<file path="config.mk">
export PLATFORM = sky130hd
export DESIGN_NAME = ldm_stm_sequencer
export DESIGN_NICKNAME = d
export VERILOG_FILES = /design/src/rtl/core_pkg.sv /design/src/rtl/ldm_stm_sequencer_lsb.sv /design/src/rtl/ldm_stm_sequencer.sv
export SDC_FILE = /design/constraint.sdc
export NUM_CORES = 1
export LEC_CHECK = 0
export BUFFER_PORTS_ARGS = -buffer_cell sky130_fd_sc_hd__buf_2
export CAP_MARGIN = 20
export CORE_UTILIZATION = 50
export CTS_BUF_LIST = sky130_fd_sc_hd__clkbuf_8 sky130_fd_sc_hd__clkbuf_16
export DETAILED_ROUTE_END_ITERATION = 16
export PLACE_DENSITY = 0.79
export SLEW_MARGIN = 20
export SYNTH_ARGS = -nofsm -noshare
export SYNTH_HDL_FRONTEND = slang
export SYNTH_SLANG_ARGS = --single-unit
</file>
<file path="constraint.sdc">
create_clock -name clk -period 6.4 [get_ports clk]
set_input_delay 1.28 -clock clk [delete_from_list [all_inputs] [get_ports clk]]
set_output_delay 1.28 -clock clk [all_outputs]
set_load 0.005 [all_outputs]
</file>
<file path="src/rtl/core_pkg.sv">
// Shared types and constants for the block-transfer micro-op sequencer.
// Block modes are encoded as the {P,U} bit pair taken from the instruction.
package core_pkg;

    typedef enum logic [1:0] {
        IDLE = 2'd0,
        XFER = 2'd1,
        WB   = 2'd2
    } seq_state_t;

    localparam int WORD_BYTES = 4;

    typedef enum logic [1:0] {
        DA = 2'b00,
        IA = 2'b01,
        DB = 2'b10,
        IB = 2'b11
    } block_mode_t;

endpackage

</file>
<file path="src/rtl/ldm_stm_sequencer_lsb.sv">
// Priority encoder: index of the lowest set bit plus a one-hot mask of that
// bit, so the caller can strip it from the remaining register list.
module lowest_set_bit #(
    parameter int W  = 16,
    parameter int IW = $clog2(W)
) (
    input  logic [W-1:0]  bits,
    output logic [IW-1:0] index,
    output logic [W-1:0]  clear_mask
);

    // Two's complement isolates the lowest set bit.
    assign clear_mask = bits & (~bits + W'(1));

    always_comb begin
        index = '0;
        for (int i = W - 1; i >= 0; i--) begin
            if (bits[i]) begin
                index = IW'(i);
            end
        end
    end

endmodule

</file>
<file path="src/rtl/ldm_stm_sequencer.sv">
// Expands one LDM/STM instruction into single-register micro-ops, one per
// accepted cycle, followed by an optional base-writeback micro-op.
module ldm_stm_sequencer #(
    parameter int NREGS      = 16,
    parameter int WORD_BYTES = core_pkg::WORD_BYTES,
    parameter int IDXW       = $clog2(NREGS)
) (
    input  logic             clk,
    input  logic             reset,
    input  logic             Start,
    input  logic [NREGS-1:0] RegList,
    input  logic             PBit,
    input  logic             UBit,
    input  logic             WBit,
    input  logic             LBit,
    input  logic             Stall,
    output logic             Busy,
    output logic             UopValid,
    output logic [IDXW-1:0]  UopReg,
    output logic [31:0]      UopOffset,
    output logic             UopLoad,
    output logic             UopWb,
    output logic             UopLast
);
    import core_pkg::*;

    localparam int CW = $clog2(NREGS + 1);
    localparam logic [31:0] STRIDE = 32'(WORD_BYTES);

    seq_state_t       state_reg;
    logic [NREGS-1:0] list_reg;
    logic [CW-1:0]    n_reg;
    logic [CW-1:0]    k_reg;
    logic [31:0]      base_off_reg;
    logic             u_reg;
    logic             w_reg;

    logic [NREGS-1:0] sel_list;
    logic [NREGS-1:0] lsb_mask;
    logic [IDXW-1:0]  lsb_index;
    logic [NREGS-1:0] rem_after;
    logic [CW-1:0]    start_n;
    logic [31:0]      start_base;
    logic [31:0]      n_bytes;

    // In IDLE the encoder looks at the incoming list so the first micro-op
    // can be presented straight out of the latch edge.
    assign sel_list  = (state_reg == IDLE) ? RegList : list_reg;
    assign rem_after = sel_list & ~lsb_mask;
    assign start_n   = CW'($countones(RegList));
    assign n_bytes   = STRIDE * 32'(n_reg);

    lowest_set_bit #(
        .W (NREGS),
        .IW(IDXW)
    ) u_lsb (
        .bits      (sel_list),
        .index     (lsb_index),
        .clear_mask(lsb_mask)
    );

    always_comb begin
        start_base = '0;
        unique case (block_mode_t'({PBit, UBit}))
            IA:      start_base = '0;
            IB:      start_base = STRIDE;
            DA:      start_base = STRIDE - STRIDE * 32'(start_n);
            DB:      start_base = -(STRIDE * 32'(start_n));
            default: start_base = '0;
        endcase
    end

    always_ff @(posedge clk or posedge reset) begin
        if (reset) begin
            state_reg    <= IDLE;
            list_reg     <= '0;
            n_reg        <= '0;
            k_reg        <= '0;
            base_off_reg <= '0;
            u_reg        <= 1'b0;
            w_reg        <= 1'b0;
            Busy         <= 1'b0;
            UopValid     <= 1'b0;
            UopReg       <= '0;
            UopOffset    <= '0;
            UopLoad      <= 1'b0;
            UopWb        <= 1'b0;
            UopLast      <= 1'b0;
        end else if (!Stall) begin
            unique case (state_reg)
                IDLE: begin
                    if (Start && (RegList != '0)) begin
                        state_reg    <= XFER;
                        list_reg     <= rem_after;
                        n_reg        <= start_n;
                        k_reg        <= CW'(1);
                        base_off_reg <= start_base;
                        u_reg        <= UBit;
                        w_reg        <= WBit;
                        Busy         <= 1'b1;
                        UopValid     <= 1'b1;
                        UopReg       <= lsb_index;
                        UopOffset    <= start_base;
                        UopLoad      <= LBit;
                        UopWb        <= 1'b0;
                        UopLast      <= (rem_after == '0) && !WBit;
                    end
                end
                XFER: begin
                    if (list_reg != '0) begin
                        list_reg  <= rem_after;
                        k_reg     <= k_reg + CW'(1);
                        UopReg    <= lsb_index;
                        UopOffset <= base_off_reg + STRIDE * 32'(k_reg);
                        UopLast   <= (rem_after == '0) && !w_reg;
                    end else if (w_reg) begin
                        state_reg <= WB;
                        UopReg    <= '0;
                        UopOffset <= u_reg ? n_bytes : -n_bytes;
                        UopWb     <= 1'b1;
                        UopLast   <= 1'b1;
                    end else begin
                        state_reg <= IDLE;
                        Busy      <= 1'b0;
                        UopValid  <= 1'b0;
                        UopReg    <= '0;
                        UopOffset <= '0;
                        UopLoad   <= 1'b0;
                        UopLast   <= 1'b0;
                    end
                end
                WB: begin
                    state_reg <= IDLE;
                    Busy      <= 1'b0;
                    UopValid  <= 1'b0;
                    UopReg    <= '0;
                    UopOffset <= '0;
                    UopLoad   <= 1'b0;
                    UopWb     <= 1'b0;
                    UopLast   <= 1'b0;
                end
                default: state_reg <= IDLE;
            endcase
        end
    end

endmodule

</file>
== After elaboration in Yosys (flattened, before gate mapping) ==
Index checks and enable logic that the tools add are counted.

* Register bits after elaboration: 102
* Logic and storage cells: 117
* Output and inout bits: 41
* Bits of input ports: 24

* Equal/unequal tests: 10
* Add/subtract/negate cells: 21
* Reductions and logical operators: 18
* Muxes and demuxes: 50
* Bitwise operators: 5

{| class="wikitable"
|+ Operators with widths
! cell !! number
|-
| $mux 32 || 4
|-
| $pmux 32 s4 || 1
|-
| $pmux 32 s3 || 1
|-
| $mux 4 || 18
|-
| $neg 7->32 || 2
|-
| $mux 16 || 3
|-
| $add 32x7->32 || 1
|-
| $and 16x16->16 || 2
|-
| $not 16->16 || 2
|-
| $pmux 16 s2 || 1
|-
| $reduce_bool 16->1 || 2
|-
| $add 1x1->2 || 8
|-
| $add 16x1->16 const B || 1
|-
| $logic_not 16->1 || 1
|-
| $add 2x2->3 || 4
|-
| $pmux 1 s3 || 4
|-
| $pmux 4 s3 || 1
|-
| $mux 1 || 10
|-
| $mux 5 || 2
|-
| $pmux 5 s2 || 1
|-
| $reduce_and 5->1 || 2
|-
| $reduce_and 3->1 || 3
|-
| $add 3x3->4 || 2
|-
| $ne 2x2->1 const B || 4
|-
| 15 further kinds || 24
|}

== Longest topological paths before layout ==
Gate-level depths: netlist of run 1.

* Depth in word-level cells: 20
* Gate-level depth with buffers: 18

== Modules after synthesis ==
From an unflattened synthesis of run 1, not the netlist that was laid out.

* Cell total of the unflattened synthesis: 559
* Area, all modules: 4953.5 µm²

{| class="wikitable"
|+ By module, submodules not included
! module !! cells an instance !! area each (µm²) !! times used
|-
| ldm_stm_sequencer || 505 || 4621.9 || 1
|-
| lowest_set_bit || 54 || 331.6 || 1
|}

== Least setup slack after synthesis of run 1 ==
Ideal clock, no wire load.

* Path type: input to register
* Start point: input port RegList[0]
* End point: register UopOffset[14]
* Setup slack: 1.134 ns
* Data required time: 6.281 ns
* Data arrival time: 5.147 ns
* Path buffers: 0
* Stages: 15
* Cells stage by stage: inv_1 > fa_1 > fa_1 > fa_1 > fa_1 > inv_1 > ha_1 > inv_1 > fa_1 > xor2_1 > ha_1 > nand2b_1 > a2bb2oi_1 > a221o_1 > o21a_1

* Longest elaborated chain between the ends: 8

{| class="wikitable"
|+ Ends and longest elaborated chain
! item !! RTL line !! RTL
|-
| start, declared || ldm_stm_sequencer.sv:11 || <nowiki>input logic [NREGS-1:0] RegList,</nowiki>
|-
| $add 1x1->2 (implied by the code) || ldm_stm_sequencer.sv:50 || <nowiki>assign start_n = CW'($countones(RegList));</nowiki>
|-
| $add 2x2->3 (implied by the code) || ldm_stm_sequencer.sv:50 ||
|-
| $add 3x3->4 (implied by the code) || ldm_stm_sequencer.sv:50 ||
|-
| $add 4x4->5 (implied by the code) || ldm_stm_sequencer.sv:50 ||
|-
| $neg 7->32 / $sub 3x7->8 (equally long branches) || ldm_stm_sequencer.sv:68, ldm_stm_sequencer.sv:67 ||
|-
| $pmux 32 s4 || ldm_stm_sequencer.sv:64 || <nowiki>unique case (block_mode_t'({PBit, UBit}))</nowiki>
|-
| $mux 32 || ldm_stm_sequencer.sv:92 || <nowiki>if (Start && (RegList != '0)) begin</nowiki>
|-
| $pmux 32 s3 || ldm_stm_sequencer.sv:90 || <nowiki>unique case (state_reg)</nowiki>
|-
| end signal, assigned || ldm_stm_sequencer.sv:103 || <nowiki>UopOffset <= start_base;</nowiki>
|-
| end signal, assigned || ldm_stm_sequencer.sv:114 || <nowiki>UopOffset <= base_off_reg + STRIDE * 32'(k_reg);</nowiki>
|-
| end signal, assigned || ldm_stm_sequencer.sv:119 || <nowiki>UopOffset <= u_reg ? n_bytes : -n_bytes;</nowiki>
|-
| end, declared || ldm_stm_sequencer.sv:20 || <nowiki>output logic [31:0] UopOffset,</nowiki>
|}

Parallel ways exist; a longest one is shown, timed or not. The select of a mux whose other input is x is not followed.
A chain may end at the register's enable or synchronous reset.

== Final worst setup path of run 1 ==
* Start point: input port RegList[5]
* End point: register UopOffset[23]

Same word-level chain as after synthesis.

==> results.sh, run 1 <==
export IMPL_status="complete, no violations"
export IMPL_cts_hold_buf=0
export IMPL_ff2ff_setup_slack_ns=3.35
export IMPL_die_area_mm2=0.0101
export IMPL_reg2reg_to="list_reg[3]"
export IMPL_hold_end="UopWb"
export IMPL_ys_seq_area_share_pct=35.1
export IMPL_place_congestion=0.947
export IMPL_grt_pass1_vias=4164
export IMPL_switching_share_pct=45.7
export IMPL_finalMaxSlewViolations=0
export IMPL_layout_nets=625
export IMPL_synth_top_area_share_pct=35.1
export IMPL_num_io_pins=65
export IMPL_cts_root_buf="clkbuf_8"
export IMPL_syn_inst=528
export IMPL_cts_tree="done"
export IMPL_regArea_mm2=0.00170
export IMPL_ys_flop_type="dfrtp_1"
export IMPL_ctsResizeCount=0
export IMPL_drtPass1Iterations=5
export IMPL_antenna_found_initial=0
export IMPL_synthTopCellsByArea="dfrtp_1, ha_1, fa_1, o21ai_0, mux2_2"
export IMPL_rr_startpoint="list_reg[8]"
export IMPL_yosysMostFrequentCell="dfrtp_1"
export IMPL_crit_path_max_fanout=6
export IMPL_arrival_ns=5.91
export IMPL_worst_setup_path_end_kind="flop"
export IMPL_yosys_warnings=0
export IMPL_synth_edff_count=0
export IMPL_grt_max_degree=69
export IMPL_switching_power_uw=1180
export IMPL_synth_common_cells="dfrtp_1, inv_1, nor2_1, nand2_1, o21ai_0"
export IMPL_p_comb_share_pct=54.0
export IMPL_start_util_pct=51.9
export IMPL_period_needed_ns=5.67
export IMPL_setup_viol=0
export IMPL_n_fill_cell=821
export IMPL_diodes=0
export IMPL_finClkSkew_ns=0.00836
export IMPL_synthDistinctLibCells=76
export IMPL_wirelength_um=12800
export IMPL_wire_per_inst_um=18.1
export IMPL_grt_ovfl_total=0
export IMPL_critPathLaunch="RegList[5]"
export IMPL_area_growth_pct=10.5
export IMPL_multi_input_area_mm2=0.00278
export IMPL_avgSynthCellArea_um2=9.17
export IMPL_tightest_slew_ns=0.867
export IMPL_drive_gt1_share_pct=20.5
export IMPL_yosysTopAreaCell="dfrtp_1"
export IMPL_setup_worst_path_start_class="input port"
export IMPL_synth_seq_cells=68
export IMPL_setup_tns_ns=0
export IMPL_clkSlewWorstSetupHoldPaths_ns=0.08
export IMPL_powerDensity_mw_per_mm2=482
export IMPL_largest_reg_flops=22
export IMPL_rsz0062_at_grt="false"
export IMPL_p_leak_uw=0.00246
export IMPL_placedCellCount=688
export IMPL_cts_max_path_buffers=2
export IMPL_rows=35
export IMPL_ir_drop_v=0.000194
export IMPL_clkLatencyLatePin_ns=0.35
export IMPL_drtAntennaViolNets=0
export IMPL_slew_headroom_pct=42.2
export IMPL_post_cts_buffers=0
export IMPL_worstHoldPathType="flop to flop"
export IMPL_holdPathStages=1
export IMPL_cts_buffers=9
export IMPL_viasPerCell=6.06
export IMPL_via_count=4266
export IMPL_grt_pass1_wl_um=20800
export IMPL_die_y_um=100
export IMPL_layoutNonFillerInstCount=704
export IMPL_dp_final_hpwl_um=9370
export IMPL_internal_power_uw=1400
export IMPL_fin_crit_sh_pct=88.6
export IMPL_io_buffers=62
export IMPL_power_frac_clock_pct=14.6
export IMPL_grt_use_total_pct=26.8
export IMPL_hold_viol=0
export IMPL_min_delay_start="UopWb"
export IMPL_syn_cell_area_mm2=0.00484
export IMPL_drtIter0Drc=302
export IMPL_coreArea_mm2=0.00933
export IMPL_fmaxAchievable_mhz=176
export IMPL_seqPwrFrac_pct=31.4
export IMPL_crit_required_ns=6.64
export IMPL_rr_worst_depth=7
export IMPL_critPathKind="input port to flop"
export IMPL_h_tree_depth=3
export IMPL_chipWidth_um=100
export IMPL_async_flop_share_pct=100
export IMPL_cts_sinks=68
export IMPL_drcViolationCount=0
export IMPL_drv_cap=0
==> through the flow <==
stage	util (%)	hold slack, ns	cell area [um^2]	power, uW	setup WS, ns
detailed placement	55.2	0.477	5150	2170	0.463
global placement	55.2	0.470	5150	2110	0.679
CTS	57.4	0.495	5350	2570	0.816
finish	57.4	0.487	5350	2580	0.733
floorplan	-	0.445	4850	1810	1.13
global route	57.4	0.504	5350	2780	0.511
==> area by class of cell <==
cell class | instances | area share (%)
Multi-Input combinational cell | 383 | 52.0
Sequential cell | 68 | 31.8
Timing Repair Buffer | 67 | 6.50
Tap cell | 129 | 3.01
Inverter | 41 | 2.87
Clock buffer | 9 | 2.31
Clock inverter | 7 | 1.52
==> metal layers <==
metal | track usage [%] | part of all wire [%] | up-vias | wire (um)
met5 | 0 | 0 | - | 0
met4 | 12.3 | 3.7 | 0 | 468
met3 | 5.71 | 5.8 | 45 | 735
met2 | 45.8 | 51 | 191 | 6460
met1 | 32.5 | 40 | 2064 | 5100
li1 | - | - | 1966 | -
==> cell usage in the layout (no fill, tap or decap), types with 8 or more instances in the layout <==
cell type | netlist | final
nor3_1 | 15 | 15
dfrtp_1 | 68 | 68
fa_1 | 11 | 11
a21oi_1 | 24 | 24
mux2_2 | 14 | 14
clkbuf_8 | 0 | 9
nor2_1 | 41 | 41
o21a_1 | 18 | 18
mux2i_1 | 13 | 13
inv_1 | 41 | 40
o21ai_0 | 37 | 37
buf_2 | 6 | 62
xnor2_1 | 8 | 8
ha_1 | 20 | 20
nand2_1 | 38 | 38
nand3_1 | 11 | 11
==> critical path, stage by stage <==
cell,delay (ns)
buf_2,0.16
inv_1,0.10
fa_1,0.57
fa_1,0.45
fa_1,0.56
fa_1,0.42
inv_1,0.07
ha_1,0.15
inv_1,0.06
fa_1,0.39
xor2_1,0.46
ha_1,0.26
nand2_1,0.10
o21ai_0,0.45
nand4b_1,0.24
o21a_1,0.16
==> power by group through the flow <==
stage | clock network (uW) | registers, uW | logic, uW
6_report | 377 | 809 | 1390
2_1_floorplan | 0 | 751 | 1060
3_5_place_dp | 0 | 813 | 1360
4_1_cts | 383 | 805 | 1380
5_1_grt | 406 | 837 | 1540
3_3_place_gp | 0 | 800 | 1310
==> worst max path at each step <==
stage	endpoint	slack, ns
after floorplan	UopOffset[14]	1.13
after global placement	UopOffset[23]	0.68
after detailed placement	UopOffset[23]	0.46
after CTS	UopOffset[23]	0.82
after global routing	UopOffset[27]	0.51
final	UopOffset[23]	0.73
==> cell families (layout without fill, tap and decap cells) <==
family	count (synthesis)	count (layout)	share of synthesized area (%)
XOR/XNOR	15	15	2.71
buffers and inverters	78	124	7.60
AND/OR/NAND/NOR	156	156	16.9
other	1	2	0.0774
multiplexers	28	28	6.17
flip-flops	68	68	35.1
adder cells (fa/ha/maj)	33	33	10.2
AO/OA/AOI/OAI	149	149	21.3
Power figures use the tool's default switching activity.
==> run 2, diff against run 1 <==
--- a/config.mk
+++ b/config.mk
@@ -10,7 +10,7 @@
 export CORE_UTILIZATION = 50
 export CTS_BUF_LIST = sky130_fd_sc_hd__clkbuf_8 sky130_fd_sc_hd__clkbuf_16
 export DETAILED_ROUTE_END_ITERATION = 16
-export PLACE_DENSITY = 0.79
+export PLACE_DENSITY = 0.71
 export SLEW_MARGIN = 20
 export SYNTH_ARGS = -nofsm -noshare
 export SYNTH_HDL_FRONTEND = slang
==> constraint.sdc (replaced) <==
create_clock -name clk -period 6.4 [get_ports clk]
set_input_delay 1.28 -clock clk [delete_from_list [all_inputs] [get_ports clk]]
set_output_delay 1.28 -clock clk [all_outputs]
set_load 0.1 [all_outputs]
==> run 2 against run 1 <==
Against the previous run:
- hold slack improved by 0.00067 ns
- cell count unchanged
- clock-buffer cell count unchanged
- non-clock buffer count unchanged
- highest routed layer unchanged
- first-iteration DRC count decreased by 35%
- wire length decreased by 1.9%
- clock skew increased by 0.0022 ns
==> results.sh, run 2 (same netlist as run 1, synthesis figures left out) <==
export IMPL_num_io_pins=65
export IMPL_rsz0062_at_grt="false"
export IMPL_crit_path_top_delay_cell="fa_1"
export IMPL_drtAntennaViolNets=0
export IMPL_clkSlewWorstSetupHoldPaths_ns=0.08
export IMPL_via_count=4162
export IMPL_crit_buf_inv=4
export IMPL_worst_setup_path_end_kind="flop"
export IMPL_status="complete, no violations"
export IMPL_setup_tns_ns=0
export IMPL_cts_buffers=9
export IMPL_finClkSkew_ns=0.0105
export IMPL_setup_viol=0
export IMPL_grt_use_total_pct=26.5
export IMPL_place_congestion=0.906
export IMPL_dp_final_hpwl_um=9350
export IMPL_drtIter0Drc=195
export IMPL_largest_reg_flops=22
export IMPL_grt_pass1_vias=4174
export IMPL_grt_max_degree=69
export IMPL_ctsResizeCount=0
export IMPL_drtPass1Iterations=5
export IMPL_period_needed_ns=5.50
export IMPL_tightest_slew_ns=0.881
export IMPL_drv_cap=0
export IMPL_crit_path_max_incr_delay_ns=0.56
export IMPL_cts_tree="done"
export IMPL_cts_max_path_buffers=2
export IMPL_finalMaxSlewViolations=0
export IMPL_cts_sinks=68
export IMPL_mostFrequentLayoutCell="dfrtp_1"
export IMPL_crit_path_max_fanout=6
export IMPL_hold_viol=0
export IMPL_drive_gt1_share_pct=20.5
export IMPL_coreArea_mm2=0.00933
export IMPL_crit_chain="buf_2, inv_1, fa_1, fa_1, fa_1, fa_1, inv_1, ha_1, inv_1, fa_1, xor2_1, ha_1, nand2_1, o21ai_0, and4b_1, nor2_1"
export IMPL_grt_ovfl_total=0
export IMPL_wirelength_um=12500
export IMPL_critPathKind="input port to flop"
export IMPL_die_area_mm2=0.0101
export IMPL_start_util_pct=51.9
export IMPL_cp_top_family="adder cells"
export IMPL_wire_per_inst_um=17.8
export IMPL_h_tree_depth=3
export IMPL_diodes=0
export IMPL_arrival_ns=5.75
export IMPL_fmaxAchievable_mhz=182
export IMPL_die_y_um=100
export IMPL_cts_hold_buf=0
export IMPL_worstHoldPathType="flop to flop"
export IMPL_layout_common_cells="dfrtp_1, buf_2, nor2_1"
export IMPL_layout_nets=625
export IMPL_cp_common_cell="fa_1"
export IMPL_io_buffers=62
export IMPL_rows=35
export IMPL_clkLatencyLatePin_ns=0.36
export IMPL_chipWidth_um=100
export IMPL_grt_pass1_wl_um=20700
export IMPL_drcViolationCount=0
export IMPL_fin_crit_sh_pct=85.9
export IMPL_post_cts_buffers=0
export IMPL_viasPerCell=5.91
export IMPL_area_growth_pct=10.6
export IMPL_cts_root_buf="clkbuf_8"
export IMPL_antenna_found_initial=0
export IMPL_crit_required_ns=6.65
export IMPL_slew_headroom_pct=41.3
export IMPL_setup_worst_path_start_class="input port"
[run 2: cell counts in the layout (fill, tap and decap cells not counted)]
No cell type changed its count.
[run 2: area by class of cell]
cell class / count / area [um^2]
Clock buffer: 9 / 124
Clock inverter: 7 / 83.8
Fill cell: 856 / 3970
Inverter: 41 / 154
Multi-Input combinational cell: 383 / 2780
Sequential cell: 68 / 1700
Tap cell: 129 / 161
Timing Repair Buffer: 67 / 348
[run 2: layer usage]
layer / routed length [um] / global-route usage (%) / up-vias
met3: 576 / 4.74 / 33
met1: 5160 / 32.3 / 2033
li1: - / - / 1965
met5: 0 / 0 / -
met4: 492 / 12.8 / 0
met2: 6290 / 45.4 / 131
[run 2: tightest hold or removal path: cells and delay by family, from the launching register on]
family          cells  cell delay [ns]
flops               1             0.35
simple gates        1             0.04
compound gates      1             0.06
[run 2: through the flow]
stage | util, % | cell area (um^2) | setup slack [ns] | instances | hold slack (ns)
global route | 57.4 | 5360 | 0.575 | 704 | 0.503
global placement | 55.2 | 5150 | 0.651 | 688 | 0.466
floorplan | - | 4850 | 1.13 | 529 | 0.445
detailed placement | 55.2 | 5150 | 0.511 | 688 | 0.474
finish | 57.4 | 5360 | 0.902 | 704 | 0.488
CTS | 57.4 | 5360 | 0.891 | 704 | 0.495
[run 2: worst paths after layout]
kind / startpoint / to / slack (ns) / depth (start not counted)
hold / removal: UopReg[3] / UopReg[3] / 0.49 / 2
max in group asynchronous: reset / n_reg[1] / 4.65 / 3
setup reg to reg: state_reg[1] / UopLast / 3.33 / 9
hold reg to reg: UopReg[3] / UopReg[3] / 0.49 / 2
min in group asynchronous: reset / list_reg[14] / 1.17 / 3
setup / recovery: RegList[0] / UopOffset[29] / 0.90 / 16
Power of run 2 is not shown: default switching activity piles up to over one toggle a cycle in this logic, so the estimate is an artifact.
==> run 3, diff against run 2 <==
--- a/config.mk
+++ b/config.mk
@@ -7,10 +7,9 @@
 export LEC_CHECK = 0
 export BUFFER_PORTS_ARGS = -buffer_cell sky130_fd_sc_hd__buf_2
 export CAP_MARGIN = 20
-export CORE_UTILIZATION = 50
+export CORE_UTILIZATION = 45
 export CTS_BUF_LIST = sky130_fd_sc_hd__clkbuf_8 sky130_fd_sc_hd__clkbuf_16
 export DETAILED_ROUTE_END_ITERATION = 16
-export PLACE_DENSITY = 0.71
 export SLEW_MARGIN = 20
 export SYNTH_ARGS = -nofsm -noshare
 export SYNTH_HDL_FRONTEND = slang
==> run 3 against run 2 <==
Against the previous run:
- register-to-register slack gained 0.02 ns
- clock skew grew 0.0056 ns
- via count is essentially flat
- fmax decreased by 1.1%
- utilization shrank 5.7 points
- sequential cell count stayed put
- first-iteration DRC count increased by 62%
- highest routed layer unchanged
- sequential share of layout area about the same
==> results.sh, run 3 (same netlist as run 1, synthesis figures left out) <==
export IMPL_status="complete, no violations"
export IMPL_setup_tns_ns=0
export IMPL_drive_gt1_share_pct=20.5
export IMPL_reg2reg_to="list_reg[3]"
export IMPL_layout_nets=625
export IMPL_cts_max_path_buffers=2
export IMPL_largest_reg_flops=22
export IMPL_crit_path_max_fanout=6
export IMPL_num_io_pins=65
export IMPL_grt_ovfl_total=0
export IMPL_regArea_mm2=0.00170
export IMPL_mostFrequentLayoutCell="dfrtp_1"
export IMPL_finalMaxSlewViolations=0
export IMPL_start_util_pct=46.7
export IMPL_antenna_found_initial=0
export IMPL_clkSlewWorstSetupHoldPaths_ns=0.07
export IMPL_n_fill_cell=1016
export IMPL_crit_path_max_incr_delay_ns=0.59
export IMPL_drv_cap=0
export IMPL_setup_viol=0
export IMPL_grt_use_total_pct=24.7
export IMPL_min_delay_start="UopReg[3]"
export IMPL_rows=37
export IMPL_grt_max_degree=69
export IMPL_crit_required_ns=6.64
export IMPL_rsz0062_at_grt="false"
export IMPL_finClkSkew_ns=0.0162
export IMPL_tightest_slew_ns=0.908
export IMPL_worstHoldPathType="flop to flop"
export IMPL_drtAntennaViolNets=0
export IMPL_area_growth_pct=10.6
export IMPL_cts_root_buf="clkbuf_8"
export IMPL_hold_viol=0
export IMPL_cts_tree="done"
export IMPL_worst_setup_path_end_kind="flop"
export IMPL_cts_hold_buf=0
export IMPL_cp_common_cell="fa_1"
export IMPL_arrival_ns=5.80
export IMPL_ctsResizeCount=0
export IMPL_cts_buffers=9
export IMPL_grt_pass1_wl_um=21200
export IMPL_fmaxAchievable_mhz=180
export IMPL_wirelength_um=12900
export IMPL_crit_path_top_delay_cell="fa_1"
export IMPL_via_count=4160
export IMPL_fin_crit_sh_pct=86.9
export IMPL_cts_sinks=68
export IMPL_multi_input_area_mm2=0.00278
export IMPL_critPathKind="input port to flop"
export IMPL_drtPass1Iterations=5
export IMPL_ff2ff_setup_slack_ns=3.35
export IMPL_slew_headroom_pct=39.5
export IMPL_post_cts_buffers=0
export IMPL_clkLatencyLatePin_ns=0.36
export IMPL_h_tree_depth=3
export IMPL_dp_final_hpwl_um=9360
export IMPL_drcViolationCount=0
export IMPL_holdPathStages=2
export IMPL_grt_pass1_vias=3926
export IMPL_drtIter0Drc=315
export IMPL_crit_chain="buf_2, inv_1, fa_1, fa_1, fa_1, fa_1, inv_1, ha_1, inv_1, fa_1, xor2_1, ha_1, nand2_1, o21ai_0, nand4b_1, o21a_1"
export IMPL_viasPerCell=5.85
export IMPL_chipWidth_um=106
export IMPL_cp_top_family="adder cells"
export IMPL_wire_per_inst_um=18.1
export IMPL_place_congestion=0.920
export IMPL_die_y_um=106
export IMPL_coreArea_mm2=0.0104
export IMPL_diodes=0
export IMPL_hold_end="UopReg[3]"
export IMPL_rr_startpoint="list_reg[1]"
export IMPL_setup_worst_path_start_class="input port"
export IMPL_period_needed_ns=5.56
export IMPL_io_buffers=62
export IMPL_crit_buf_inv=4
export IMPL_layout_common_cells="dfrtp_1, buf_2, nor2_1"
export IMPL_die_area_mm2=0.0112
export IMPL_rr_worst_depth=7
[run 3: cell types whose count changed in the layout (fill, tap and decap cells not counted), sizes merged]
cell,change
inv,-3
clkbuf,+1
clkinv,+1
clkinvlp,+1
[run 3: worst max-delay path by stage]
stage | start | slack (ns) | end | cells after the start
finish | RegList[0] | 0.84 | UopOffset[19] | 16
global route | RegList[0] | 0.51 | UopOffset[23] | 16
CTS | RegList[0] | 0.92 | UopOffset[19] | 16
detailed placement | RegList[0] | 0.55 | UopOffset[19] | 16
global placement | RegList[0] | 0.64 | UopOffset[19] | 16
floorplan | RegList[0] | 1.13 | UopOffset[26] | 15
[run 3: worst register-to-register path: stages (launching register included)]
cell and delay [ns]:
dfrtp_1 0.47, nor4_1 0.44, nand4_1 0.65, nand2_1 0.55
o32ai_2 0.17, buf_4 0.26, and2_1 0.18, a32o_1 0.23
[run 3: cell type report]
type | count | share of cell area [%]
clock inverters | 6 | 1.19
multi-input cells | 383 | 51.9
well taps | 136 | 3.18
flip-flops and latches | 68 | 31.8
repair buffers | 67 | 6.49
inverters | 41 | 2.87
clock buffers | 10 | 2.57
[run 3: layer usage]
layer / vias up / wire (um) / global-route usage [%]
met2: 137 / 5720 / 36.1
met4: 0 / 211 / 8.83
met3: 16 / 732 / 4.39
met5: - / 0 / 0
li1: 1968 / - / -
met1: 2039 / 6200 / 36.4
[run 3: per-stage QoR]
| step | cell area, um^2 | hold slack (ns) | setup slack, ns | util (%) | std cells |
|---|---|---|---|---|---|
| 2_1_floorplan | 4850 | 0.445 | 1.13 | - | 529 |
| 3_3_place_gp | 5160 | 0.461 | 0.638 | 49.7 | 695 |
| 3_5_place_dp | 5160 | 0.472 | 0.547 | 49.7 | 695 |
| 4_1_cts | 5360 | 0.492 | 0.916 | 51.7 | 711 |
| 5_1_grt | 5360 | 0.504 | 0.505 | 51.7 | 711 |
| 6_report | 5360 | 0.482 | 0.840 | 51.7 | 711 |
Power of run 3 is left out for the same reason.
